==> config.mk <==
export PLATFORM = sky130hd
export DESIGN_NAME = art_mc_fsm_flat
export DESIGN_NICKNAME = d
export VERILOG_FILES = /design/src/rtl/art_pkg.sv /design/src/rtl/art_mc_fsm_if.sv /design/src/rtl/art_rr_arb.sv /design/src/rtl/art_mc_fsm.sv /design/src/flat_wrapper.sv
export SDC_FILE = /design/constraint.sdc
export NUM_CORES = 1
export LEC_CHECK = 0
export CORE_AREA = 2 2 47 49
export DETAILED_ROUTE_END_ITERATION = 8
export DIE_AREA = 0 0 49 51
export GPL_TIMING_DRIVEN = 1
export REMOVE_ABC_BUFFERS = 1
export SYNTH_ARGS = -nofsm -noshare
export SYNTH_HDL_FRONTEND = slang
export SYNTH_HIERARCHICAL = 1
export SYNTH_SLANG_ARGS = --single-unit
==> constraint.sdc <==
create_clock -name Clk -period 1.9 [get_ports Clk]
set_input_delay 0.19 -clock Clk [delete_from_list [all_inputs] [get_ports Clk]]
set_output_delay 0.19 -clock Clk [all_outputs]
set_load 0.01 [all_outputs]
==> src/rtl/art_pkg.sv <==
// art_pkg: state encodings, permission-check type constants and the permission check itself
package art_pkg;
    typedef enum logic [2:0] {
        IdleSt     = 3'b001,
        WaitMemAck = 3'b010,
        FaultServ  = 3'b100
    } state_t;
    localparam logic ART_I_TYPE = 1'b0;
    localparam logic ART_D_TYPE = 1'b1;
    function automatic logic perm_fault(input logic d_type, wr, r, x, u, p, priv, i);
        logic mode;
        mode = (priv & ~p) | (~priv & ~u);
        return d_type ? (wr & r) | mode : ~x | mode | i;
    endfunction
endpackage

==> src/rtl/art_mc_fsm_if.sv <==
// art_mc_fsm_if: per-channel request/attribute bus plus memory and fault handshakes
interface art_mc_fsm_if #(parameter int NUM_CH = 2, parameter int CH_W = 1, parameter int TMO_W = 8);
    logic [NUM_CH-1:0] art_req, art_miss, iflag, rflag, xflag, uflag, pflag, ctl_priv, wr_op;
    logic [NUM_CH-1:0] serving, done;
    logic              mem_req, mem_ack, miss_fault, perm_fault, tmo_fault, fault_ack, fault_strobe;
    logic [CH_W-1:0]   mem_ch, fault_ch;
    logic [TMO_W-1:0]  tmo_cycles;
    modport master (
        output art_req, art_miss, iflag, rflag, xflag, uflag, pflag, ctl_priv, wr_op,
        output mem_ack, fault_ack, tmo_cycles,
        input  serving, done, mem_req, mem_ch, miss_fault, perm_fault, tmo_fault, fault_ch, fault_strobe
    );
    modport slave (
        input  art_req, art_miss, iflag, rflag, xflag, uflag, pflag, ctl_priv, wr_op,
        input  mem_ack, fault_ack, tmo_cycles,
        output serving, done, mem_req, mem_ch, miss_fault, perm_fault, tmo_fault, fault_ch, fault_strobe
    );
endinterface

==> src/rtl/art_rr_arb.sv <==
// art_rr_arb: round-robin selector starting one past last_ch
module art_rr_arb #(parameter int NUM_CH = 2, parameter int CH_W = 1) (
    input  logic [NUM_CH-1:0] req,
    input  logic [CH_W-1:0]   last_ch,
    output logic [NUM_CH-1:0] gnt,
    output logic [CH_W-1:0]   idx
);
    // walk from farthest to nearest so the closest requester after last_ch wins
    always_comb begin
        gnt = '0;
        idx = '0;
        for (int k = NUM_CH; k >= 1; k--)
            for (int i = 0; i < NUM_CH; i++)
                if (req[i] && i == (int'(last_ch) + k) % NUM_CH) begin
                    gnt = '0;
                    gnt[i] = 1'b1;
                    idx = CH_W'(i);
                end
    end
endmodule

==> src/rtl/art_mc_fsm.sv <==
// art_mc_fsm: multi-channel lookup controller (arbitrate, permission check, memory request, fault service)
// Optional memory-ack timeout enabled by macro ART_MC_TMO_EN.
module art_mc_fsm
    import art_pkg::*;
#(
    parameter int                NUM_CH      = 2,
    parameter logic [NUM_CH-1:0] D_TYPE_MASK = 2'b10,
    parameter int                CH_W        = 1,
    parameter int                TMO_W       = 8
) (
    input logic        Clk,
    input logic        Reset_n,
    art_mc_fsm_if.slave bus
);
    state_t            state, state_nxt;
    logic [CH_W-1:0]   cur_ch, last_ch, sel;
    logic [NUM_CH-1:0] gnt;
    logic              mem_req, accept, sel_miss, sel_perm, tmo_hit;

    art_rr_arb #(.NUM_CH(NUM_CH), .CH_W(CH_W)) u_arb (.req(bus.art_req), .last_ch, .gnt, .idx(sel));

    assign accept   = state == IdleSt && |bus.art_req;
    assign sel_miss = bus.art_miss[sel];
    assign sel_perm = perm_fault(D_TYPE_MASK[sel] == ART_D_TYPE, bus.wr_op[sel], bus.rflag[sel], bus.xflag[sel],
                                 bus.uflag[sel], bus.pflag[sel], bus.ctl_priv[sel], bus.iflag[sel]);

`ifdef ART_MC_TMO_EN
    logic [TMO_W-1:0] tmo_cnt, tmo_inc;
    assign tmo_inc = tmo_cnt + 1'b1;
    // an ack in the same cycle takes precedence over the timeout
    assign tmo_hit = state == WaitMemAck && !bus.mem_ack && bus.tmo_cycles != '0 && tmo_inc == bus.tmo_cycles;
    always_ff @(posedge Clk)
        tmo_cnt <= (!Reset_n || state != WaitMemAck || bus.mem_ack) ? '0 : tmo_inc;
`else
    logic unused_tmo;
    assign unused_tmo = ^bus.tmo_cycles;
    assign tmo_hit = 1'b0;
`endif

    always_comb begin
        state_nxt = IdleSt;
        case (state)
            IdleSt:     state_nxt = !accept ? IdleSt : (sel_miss || sel_perm) ? FaultServ : WaitMemAck;
            WaitMemAck: state_nxt = bus.mem_ack ? IdleSt : tmo_hit ? FaultServ : WaitMemAck;
            FaultServ:  state_nxt = bus.fault_ack ? IdleSt : FaultServ;
            default:    state_nxt = IdleSt;
        endcase
        bus.serving      = (Reset_n && accept) ? gnt : '0;
        bus.miss_fault   = Reset_n && accept && sel_miss;
        bus.perm_fault   = Reset_n && accept && !sel_miss && sel_perm;
        bus.tmo_fault    = Reset_n && tmo_hit;
        bus.done         = (Reset_n && state == WaitMemAck && bus.mem_ack) ? NUM_CH'(1) << cur_ch : '0;
        bus.fault_strobe = Reset_n && state == FaultServ && bus.fault_ack;
        bus.fault_ch     = accept ? sel : cur_ch;
        bus.mem_req      = mem_req;
        bus.mem_ch       = cur_ch;
    end

    always_ff @(posedge Clk) begin
        if (!Reset_n) begin
            state   <= IdleSt;
            mem_req <= 1'b0;
            cur_ch  <= '0;
            last_ch <= CH_W'(NUM_CH - 1);
        end else begin
            state   <= state_nxt;
            mem_req <= state_nxt == WaitMemAck;
            if (accept) begin
                cur_ch  <= sel;
                last_ch <= sel;
            end
        end
    end
endmodule

==> src/flat_wrapper.sv <==
// flat-port wrapper written by rule: the top's interface ports become plain ports
module art_mc_fsm_flat import art_pkg::*;
#(
    parameter int                NUM_CH      = 2,
    parameter logic [NUM_CH-1:0] D_TYPE_MASK = 2'b10,
    parameter int                CH_W        = 1,
    parameter int                TMO_W       = 8
)
  (Clk, Reset_n, bus_art_req, bus_art_miss, bus_iflag, bus_rflag, bus_xflag, bus_uflag, bus_pflag, bus_ctl_priv, bus_wr_op, bus_mem_ack, bus_fault_ack, bus_tmo_cycles, bus_serving, bus_done, bus_mem_req, bus_mem_ch, bus_miss_fault, bus_perm_fault, bus_tmo_fault, bus_fault_ch, bus_fault_strobe);
  art_mc_fsm_if #(.NUM_CH(NUM_CH), .CH_W(CH_W), .TMO_W(TMO_W)) bus_i ();
  input logic Clk;
  input logic Reset_n;
  input wire logic [$bits(bus_i.art_req)-1:0] bus_art_req;
  input wire logic [$bits(bus_i.art_miss)-1:0] bus_art_miss;
  input wire logic [$bits(bus_i.iflag)-1:0] bus_iflag;
  input wire logic [$bits(bus_i.rflag)-1:0] bus_rflag;
  input wire logic [$bits(bus_i.xflag)-1:0] bus_xflag;
  input wire logic [$bits(bus_i.uflag)-1:0] bus_uflag;
  input wire logic [$bits(bus_i.pflag)-1:0] bus_pflag;
  input wire logic [$bits(bus_i.ctl_priv)-1:0] bus_ctl_priv;
  input wire logic [$bits(bus_i.wr_op)-1:0] bus_wr_op;
  input wire logic [$bits(bus_i.mem_ack)-1:0] bus_mem_ack;
  input wire logic [$bits(bus_i.fault_ack)-1:0] bus_fault_ack;
  input wire logic [$bits(bus_i.tmo_cycles)-1:0] bus_tmo_cycles;
  output wire logic [$bits(bus_i.serving)-1:0] bus_serving;
  output wire logic [$bits(bus_i.done)-1:0] bus_done;
  output wire logic [$bits(bus_i.mem_req)-1:0] bus_mem_req;
  output wire logic [$bits(bus_i.mem_ch)-1:0] bus_mem_ch;
  output wire logic [$bits(bus_i.miss_fault)-1:0] bus_miss_fault;
  output wire logic [$bits(bus_i.perm_fault)-1:0] bus_perm_fault;
  output wire logic [$bits(bus_i.tmo_fault)-1:0] bus_tmo_fault;
  output wire logic [$bits(bus_i.fault_ch)-1:0] bus_fault_ch;
  output wire logic [$bits(bus_i.fault_strobe)-1:0] bus_fault_strobe;
  assign bus_i.art_req = bus_art_req;
  assign bus_i.art_miss = bus_art_miss;
  assign bus_i.iflag = bus_iflag;
  assign bus_i.rflag = bus_rflag;
  assign bus_i.xflag = bus_xflag;
  assign bus_i.uflag = bus_uflag;
  assign bus_i.pflag = bus_pflag;
  assign bus_i.ctl_priv = bus_ctl_priv;
  assign bus_i.wr_op = bus_wr_op;
  assign bus_i.mem_ack = bus_mem_ack;
  assign bus_i.fault_ack = bus_fault_ack;
  assign bus_i.tmo_cycles = bus_tmo_cycles;
  assign bus_serving = bus_i.serving;
  assign bus_done = bus_i.done;
  assign bus_mem_req = bus_i.mem_req;
  assign bus_mem_ch = bus_i.mem_ch;
  assign bus_miss_fault = bus_i.miss_fault;
  assign bus_perm_fault = bus_i.perm_fault;
  assign bus_tmo_fault = bus_i.tmo_fault;
  assign bus_fault_ch = bus_i.fault_ch;
  assign bus_fault_strobe = bus_i.fault_strobe;
  art_mc_fsm #(.NUM_CH(NUM_CH), .D_TYPE_MASK(D_TYPE_MASK), .CH_W(CH_W), .TMO_W(TMO_W)) u_core (.Clk(Clk), .Reset_n(Reset_n), .bus(bus_i));
endmodule
After elaboration in Yosys (flattened, before gate mapping)
Index checks and enable logic that the tools add are counted.

Add/sub/neg operators: 2. Order comparisons: 1. Eq/ne operators: 6. Shift-type cells: 1. Multiplexer cells: 34. Bitwise gates (word level): 13. Reductions and logical operators: 18.

Operator list (number): logical NOT 32 bit (2); two-way mux 1 bit (24); logical AND 1 bit (13); two-way mux 2 bit (6); two-way mux 3 bit (3); one-hot mux 3 bit (3 select lines) (1); == test 3 x 2 -> 1 bit, second input constant (2); == test 2 bit, first input constant (2); NOT 1 bit (4); bitwise OR 1 bit (4); AND 1 bit (3); == test 3 x 1 -> 1 bit, second input constant (1); == test 3 bit, second input constant (1); adder 1 bit, second input constant (2); AND 1 bit, first input constant (2); < comparator 1 x 2 -> 1 bit, second input constant (1); OR reduction 2 bit (1); left shift 1 x 1 -> 2 bit, first input constant (1); logical NOT 1 bit (1); logical OR 1 bit (1).

Register bits after elaboration: 6. Bits of input ports: 30. Output and inout port bits: 11. Logic and storage cells: 79.

Depth between registers and ports, before layout
Gate-level depths: netlist of the first run.

Depth after elaboration: 20. Depth in mapped cells: 5. Mapped depth without buffers: 5.

Hierarchy
The synthesis of the first run kept the hierarchy.

By module, submodules not included: art_mc_fsm (instances 1, cells each 49, area an instance 436.7 sq um, sequential area each 120.1 sq um); art_rr_arb (instances 1, cells each 4, area an instance 26.3 sq um, sequential area each 0.0 sq um).

Worst setup path after synthesis of the first run
No wires, ideal clock.

Kind: register to output. From: register u_core.last_ch. To: output port bus_perm_fault. Arrival time: 1201 ps. Required time: 1710 ps. Setup slack: 509 ps. Stages on the path, launching flop included: 5. Path buffers: 0. Cells stage by stage: dfxtp_1 -> a21boi_1 -> mux2i_1 -> nand2_1 -> nor2_1.

Word-level cells in the longest chain between the ends: 16. Elaborated cells on any way between the ends: 46. Classes of those cells: add/sub (2); eq/ne (2); mux (22); bitwise (13); reduce/logical (7).

Ends and longest elaborated chain: start, declared (RTL line art_mc_fsm.sv:16) `logic [CH_W-1:0] cur_ch, last_ch, sel;`; start signal, assigned (RTL line art_mc_fsm.sv:64) `last_ch <= CH_W'(NUM_CH - 1);`; start signal, assigned (RTL line art_mc_fsm.sv:70) `last_ch <= sel;`; adder 1 bit (RTL line art_rr_arb.sv:14) `if (req[i] && i == (int'(last_ch) + k) % NUM_CH) begin`; AND 1 bit (no source line); == test 2 bit (RTL line art_rr_arb.sv:14); logical AND 1 bit (RTL line art_rr_arb.sv:14); two-way mux 1 bit (2 in series) (RTL line art_rr_arb.sv:14); two-way mux 1 bit * (RTL line art_rr_arb.sv:14); net u_core.sel (RTL line art_mc_fsm.sv:16); two-way mux 1 bit (not written as such) (2 in series) (RTL line art_mc_fsm.sv:25) `bus.uflag[sel], bus.pflag[sel], bus.ctl_priv[sel], bus.iflag[sel]);`; NOT 1 bit (RTL line art_pkg.sv:12) `mode = (priv & ~p) | (~priv & ~u);`; AND 1 bit (RTL line art_pkg.sv:12); bitwise OR 1 bit (RTL line art_pkg.sv:12); bitwise OR 1 bit (2 in series) (RTL line art_pkg.sv:13) `return d_type ? (wr & r) | mode : ~x | mode | i;`; two-way mux 1 bit (RTL line art_pkg.sv:13); logical AND 1 bit * (RTL line art_mc_fsm.sv:50) `bus.perm_fault = Reset_n && accept && !sel_miss && sel_perm;`; end, declared (RTL line flat_wrapper.sv:30) `output wire logic [$bits(bus_i.perm_fault)-1:0] bus_perm_fault;`.

The timed path passes the listed nets; every way through them passes the cells marked *. The select of a mux whose other input is x is not followed.

Final worst setup path of the first run
From: input port bus_art_req[1]. To: output port bus_fault_ch.

Word-level cells in the longest chain between the ends: 5. Elaborated cells on any way between the ends: 8. Classes of those cells: mux (4); reduce/logical (4).

Ends and longest elaborated chain: start, declared (RTL line flat_wrapper.sv:13) `input wire logic [$bits(bus_i.art_req)-1:0] bus_art_req;`; logical AND 1 bit (RTL line art_rr_arb.sv:14); two-way mux 1 bit (3 in series) (RTL line art_rr_arb.sv:14); two-way mux 1 bit * (RTL line art_mc_fsm.sv:54) `bus.fault_ch = accept ? sel : cur_ch;`; end, declared (RTL line flat_wrapper.sv:32) `output wire logic [$bits(bus_i.fault_ch)-1:0] bus_fault_ch;`.

Every way passes the cells marked *; elsewhere a longest branch is shown, timed or not.

==> metrics.md, run 1 <==
| Metric | Value |
|---|---|
| Mapped Cells | `53` |
| Final Util | `a little over two fifths` |
| Status | `complete, no violations` |
| Area contributors post-synth | `dfxtp_1 (26%), mux2_1 (4.9%), mux2i_1 (4.3%), nand2_8 (4.3%), and2_1 (4.1%)` |
| Yosys top cell by area | `dfxtp_1` |
| Number of global-route vias before repair | `between 500 and 600` |
| Ant diodes | `0` |
| FF-to-FF setup slack | `0.42 ns` |
| Num rows | `17` |
| P per Cell Area | `642 nW/um^2` |
| Max-Cap Viols | `0` |
| Post-cts hold buffer count | `0` |
| # fillers | `224` |
| Hold Path Depth | `2` |
| I/O Pins | `41` |
| WL/cell | `11.4 um` |
| Router iterations before antenna repair | `2` |
| Die area | `2500 um^2` |
| Peak VDD IR | `0.329 mV` |
| Initial core utilization | `between 20% and 30%` |
| Hold path endpoint | `u_core/last_ch` |
| Fin worst setup slack | `0.0997 ns` |
| Iteration-0 DRC count of the detailed router | `7` |
| IO Port Bufs | `27` |
| Crit path capture type | `output pin` |
| Die Ht | `51 um` |
| Inserted Clock Buffers | `3` |
| First-pass GRT wire length | `2330 um` |
| Vias/cell | `4.24` |
| Clk buf depth | `2` |
| Family with the most delay on the worst path | `buffers and inverters` |
| Most common library cell in the layout ignoring fill and taps | `clkdlybuf4s50_1` |
| Sequential share of the synthesized area | `25.9%` |
| Final period utilization | `about 95%` |
| Slew Limit Fails | `0` |
| Endpoints failing setup | `0` |
| Layout cells sized above 1 | `29.2%` |
| RSZ-0062 raised after global routing | `false` |
| Crit path max fanout | `3` |
| Final Hold Viols | `0` |
| Layout Nets | `121` |
| Mapped cell area | `463 um^2` |
| #FFs+latches synth | `6` |
| Clk sink count | `6` |
| Worst Hold Class | `register to register` |
| Startpoint Class | `primary input` |
| Final wirelength | `1340 um` |
| CP Cell Sequence | `clkdlybuf4s50_1 > buf_4 > nor2_4 > nor3_4 > mux2_4 > dlygate4sd2_1` |
| Most frequent cells in the layout | `clkdlybuf4s50_1 (19), buf_4 (9), dlymetal6s2s_1 (5), nor2_1 (5), dfxtp_1 (5)` |
| Crit Path Category | `primary input to output pin` |
| Netlist cell types | `30` |
| Setup WS pre-CTS | `-0.291 ns` |
| Crit path arrival time | `between 1.5 and 2 ns` |
| Clk_skew | `0.00403 ns` |
| Initial antenna violation count | `0` |
| Critical path required time | `1.71 ns` |
| Slowest-stage cell, CP | `clkdlybuf4s50_1` |
| Core Box Area | `slightly above 2000 um^2` |
| Largest net degree at the start of global routing | `8` |
| GPL Wtd Cong | `0.737` |
| Reg2reg start | `u_core/last_ch` |
| H-tree Lvls | `1` |
| Skew-Pair Late Insertion Delay | `0.24 ns` |
| Synth warn | `6` |
| Worst Reg-to-Reg Cells | `6` |
| WP buf/inv | `3` |
| Detailed placer's ending HPWL | `between 1000 and 1500 um` |
| Worst Hold Launch | `u_core/last_ch` |
| Final min period | `1.80 ns` |
| Static Leak | `0.000434 uW` |
| Vias post-DR | `just under 500` |
| CTS tree | `yes` |
| Die W | `just under 50 um` |
| Fmax achieved | `~560 MHz` |
| Root buffer cell | `clkbuf_4` |
| GR Overflow Total | `0` |
| Max incr delay on CP | `~0.48 ns` |
| Reg2reg end | `u_core/bus.mem_req` |
| Clk slew on worst S/H paths | `about 0.04 ns` |
| DRC violations left | `0` |
| Top cell type's share of synthesized area | `25.9%` |
| DRT antenna net count | `0` |
| Area grow syn2layout | `95.9%` |
| GRT Overall Usage | `12.5%` |
| Syn avg cell area | `8.73 um^2` |
==> state kept, by name, indices dropped and copies added (netlist names) <==
| name | count |
|---|---|
| u_core/last_ch | 1 |
| u_core/bus.mem_ch | 1 |
| u_core/bus.mem_req | 1 |
| u_core/state | 3 |
==> where the power goes <==
part / internal, uW / total [uW] / switching (uW)
Combinational: 168 / 292 / 124
Sequential: 147 / 176 / 28.2
Clock: 71.3 / 115 / 43.3
Total: 387 / 582 / 196
==> synthesized netlist by cell type, drive strengths merged <==
cell type  instances
o21ai              1
mux2i              2
dfxtp              6
o311ai             1
a311o              1
buf                3
conb               1
a32oi              1
nor3b              1
a21bo              1
nor2               6
inv                2
nand3b             1
mux2               3
and2               3
nand2              5
a21boi             2
and4               1
nor2b              2
a21oi              2
a32o               1
nor3               4
nor4               1
nand2b             2
==> routing by layer <==
metal / up-vias / track usage [%] / share of wire [%]
li1: 261 / - / -
met1: 212 / 13.5 / 43
met2: 23 / 21.2 / 48
met3: 0 / 4.68 / 8.2
met4: 0 / 7.14 / 0
met5: - / 0 / 0
==> repair_timing <==
item                                    4_1_cts  5_1_grt
buffers inserted                              0        0
pin swaps                                     1        2
gates resized for setup                      12       10
cloned                                        0        0
endpoints found under the setup margin        7        6
==> how the worst max path moves through the flow <==
stage	start	end	slack (ns)	cells past startpoint
floorplan	u_core/last_ch	bus_perm_fault	0.53	4
global placement	bus_art_req[1]	bus_perm_fault	-0.26	6
detailed placement	bus_art_req[1]	bus_perm_fault	-0.29	6
CTS	Reset_n	bus_done[1]	0.0009	5
global route	bus_art_req[1]	bus_miss_fault	0.001	6
finish	bus_art_req[1]	bus_fault_ch	0.1	6
==> cell type report <==
cell class	instances	area (um^2)	area share, %
repair buffers	36	348	38.3
well taps	28	35.0	3.86
multi-input cells	42	373	41.1
clock buffers	3	22.5	2.48
flip-flops and latches	6	121	13.4
inverters	2	7.51	0.828
==> worst register-to-register path: stages (launching register included) <==
cell      delay, ns
dfxtp_1        0.41
a21boi_4       0.10
buf_4          0.16
a32o_1         0.23
buf_4          0.14
a32oi_1        0.26
nor2_1         0.07
==> kinds of logic (layout without fill, tap and decap cells) <==
group,count (synthesis),count (layout),synth area share (%)
buffers and inverters,5,41,5.94
AO/OA/AOI/OAI,10,10,19.2
multiplexers,5,5,12.4
AND/OR/NAND/NOR,26,26,35.7
flip-flops,6,6,25.9
other,1,1,0.810
==> stage by stage <==
step                      power [uW]  instance area (um^2)  hold slack, ns  setup TNS, ns  std cells
after CTS                        577                   878           0.593              0        117
after floorplan                  298                   443           0.252              0         50
after global routing             626                   907           0.639              0        117
after global placement           431                   816           0.497         -0.778        114
final                            582                   907           0.595              0        117
after detailed placement         436                   816           0.520          -1.05        114
Power figures use the tool's default switching activity.
==> inputs of run 2 (changes only) <==
--- a/config.mk
+++ b/config.mk
@@ -5,11 +5,13 @@
 export SDC_FILE = /design/constraint.sdc
 export NUM_CORES = 1
 export LEC_CHECK = 0
+export CAP_MARGIN = 40
 export CORE_AREA = 2 2 47 49
 export DETAILED_ROUTE_END_ITERATION = 8
 export DIE_AREA = 0 0 49 51
 export GPL_TIMING_DRIVEN = 1
 export REMOVE_ABC_BUFFERS = 1
+export SLEW_MARGIN = 0
 export SYNTH_ARGS = -nofsm -noshare
 export SYNTH_HDL_FRONTEND = slang
 export SYNTH_HIERARCHICAL = 1
==> results of run 2 <==
The final DEF is identical to that of run 1; final timing and power are the same.
==> inputs of run 3 (changes only) <==
--- a/config.mk
+++ b/config.mk
@@ -9,7 +9,6 @@
 export CORE_AREA = 2 2 47 49
 export DETAILED_ROUTE_END_ITERATION = 8
 export DIE_AREA = 0 0 49 51
-export GPL_TIMING_DRIVEN = 1
 export REMOVE_ABC_BUFFERS = 1
 export SLEW_MARGIN = 0
 export SYNTH_ARGS = -nofsm -noshare
==> results of run 3 <==
The final DEF is identical to that of run 1; final timing and power are the same.
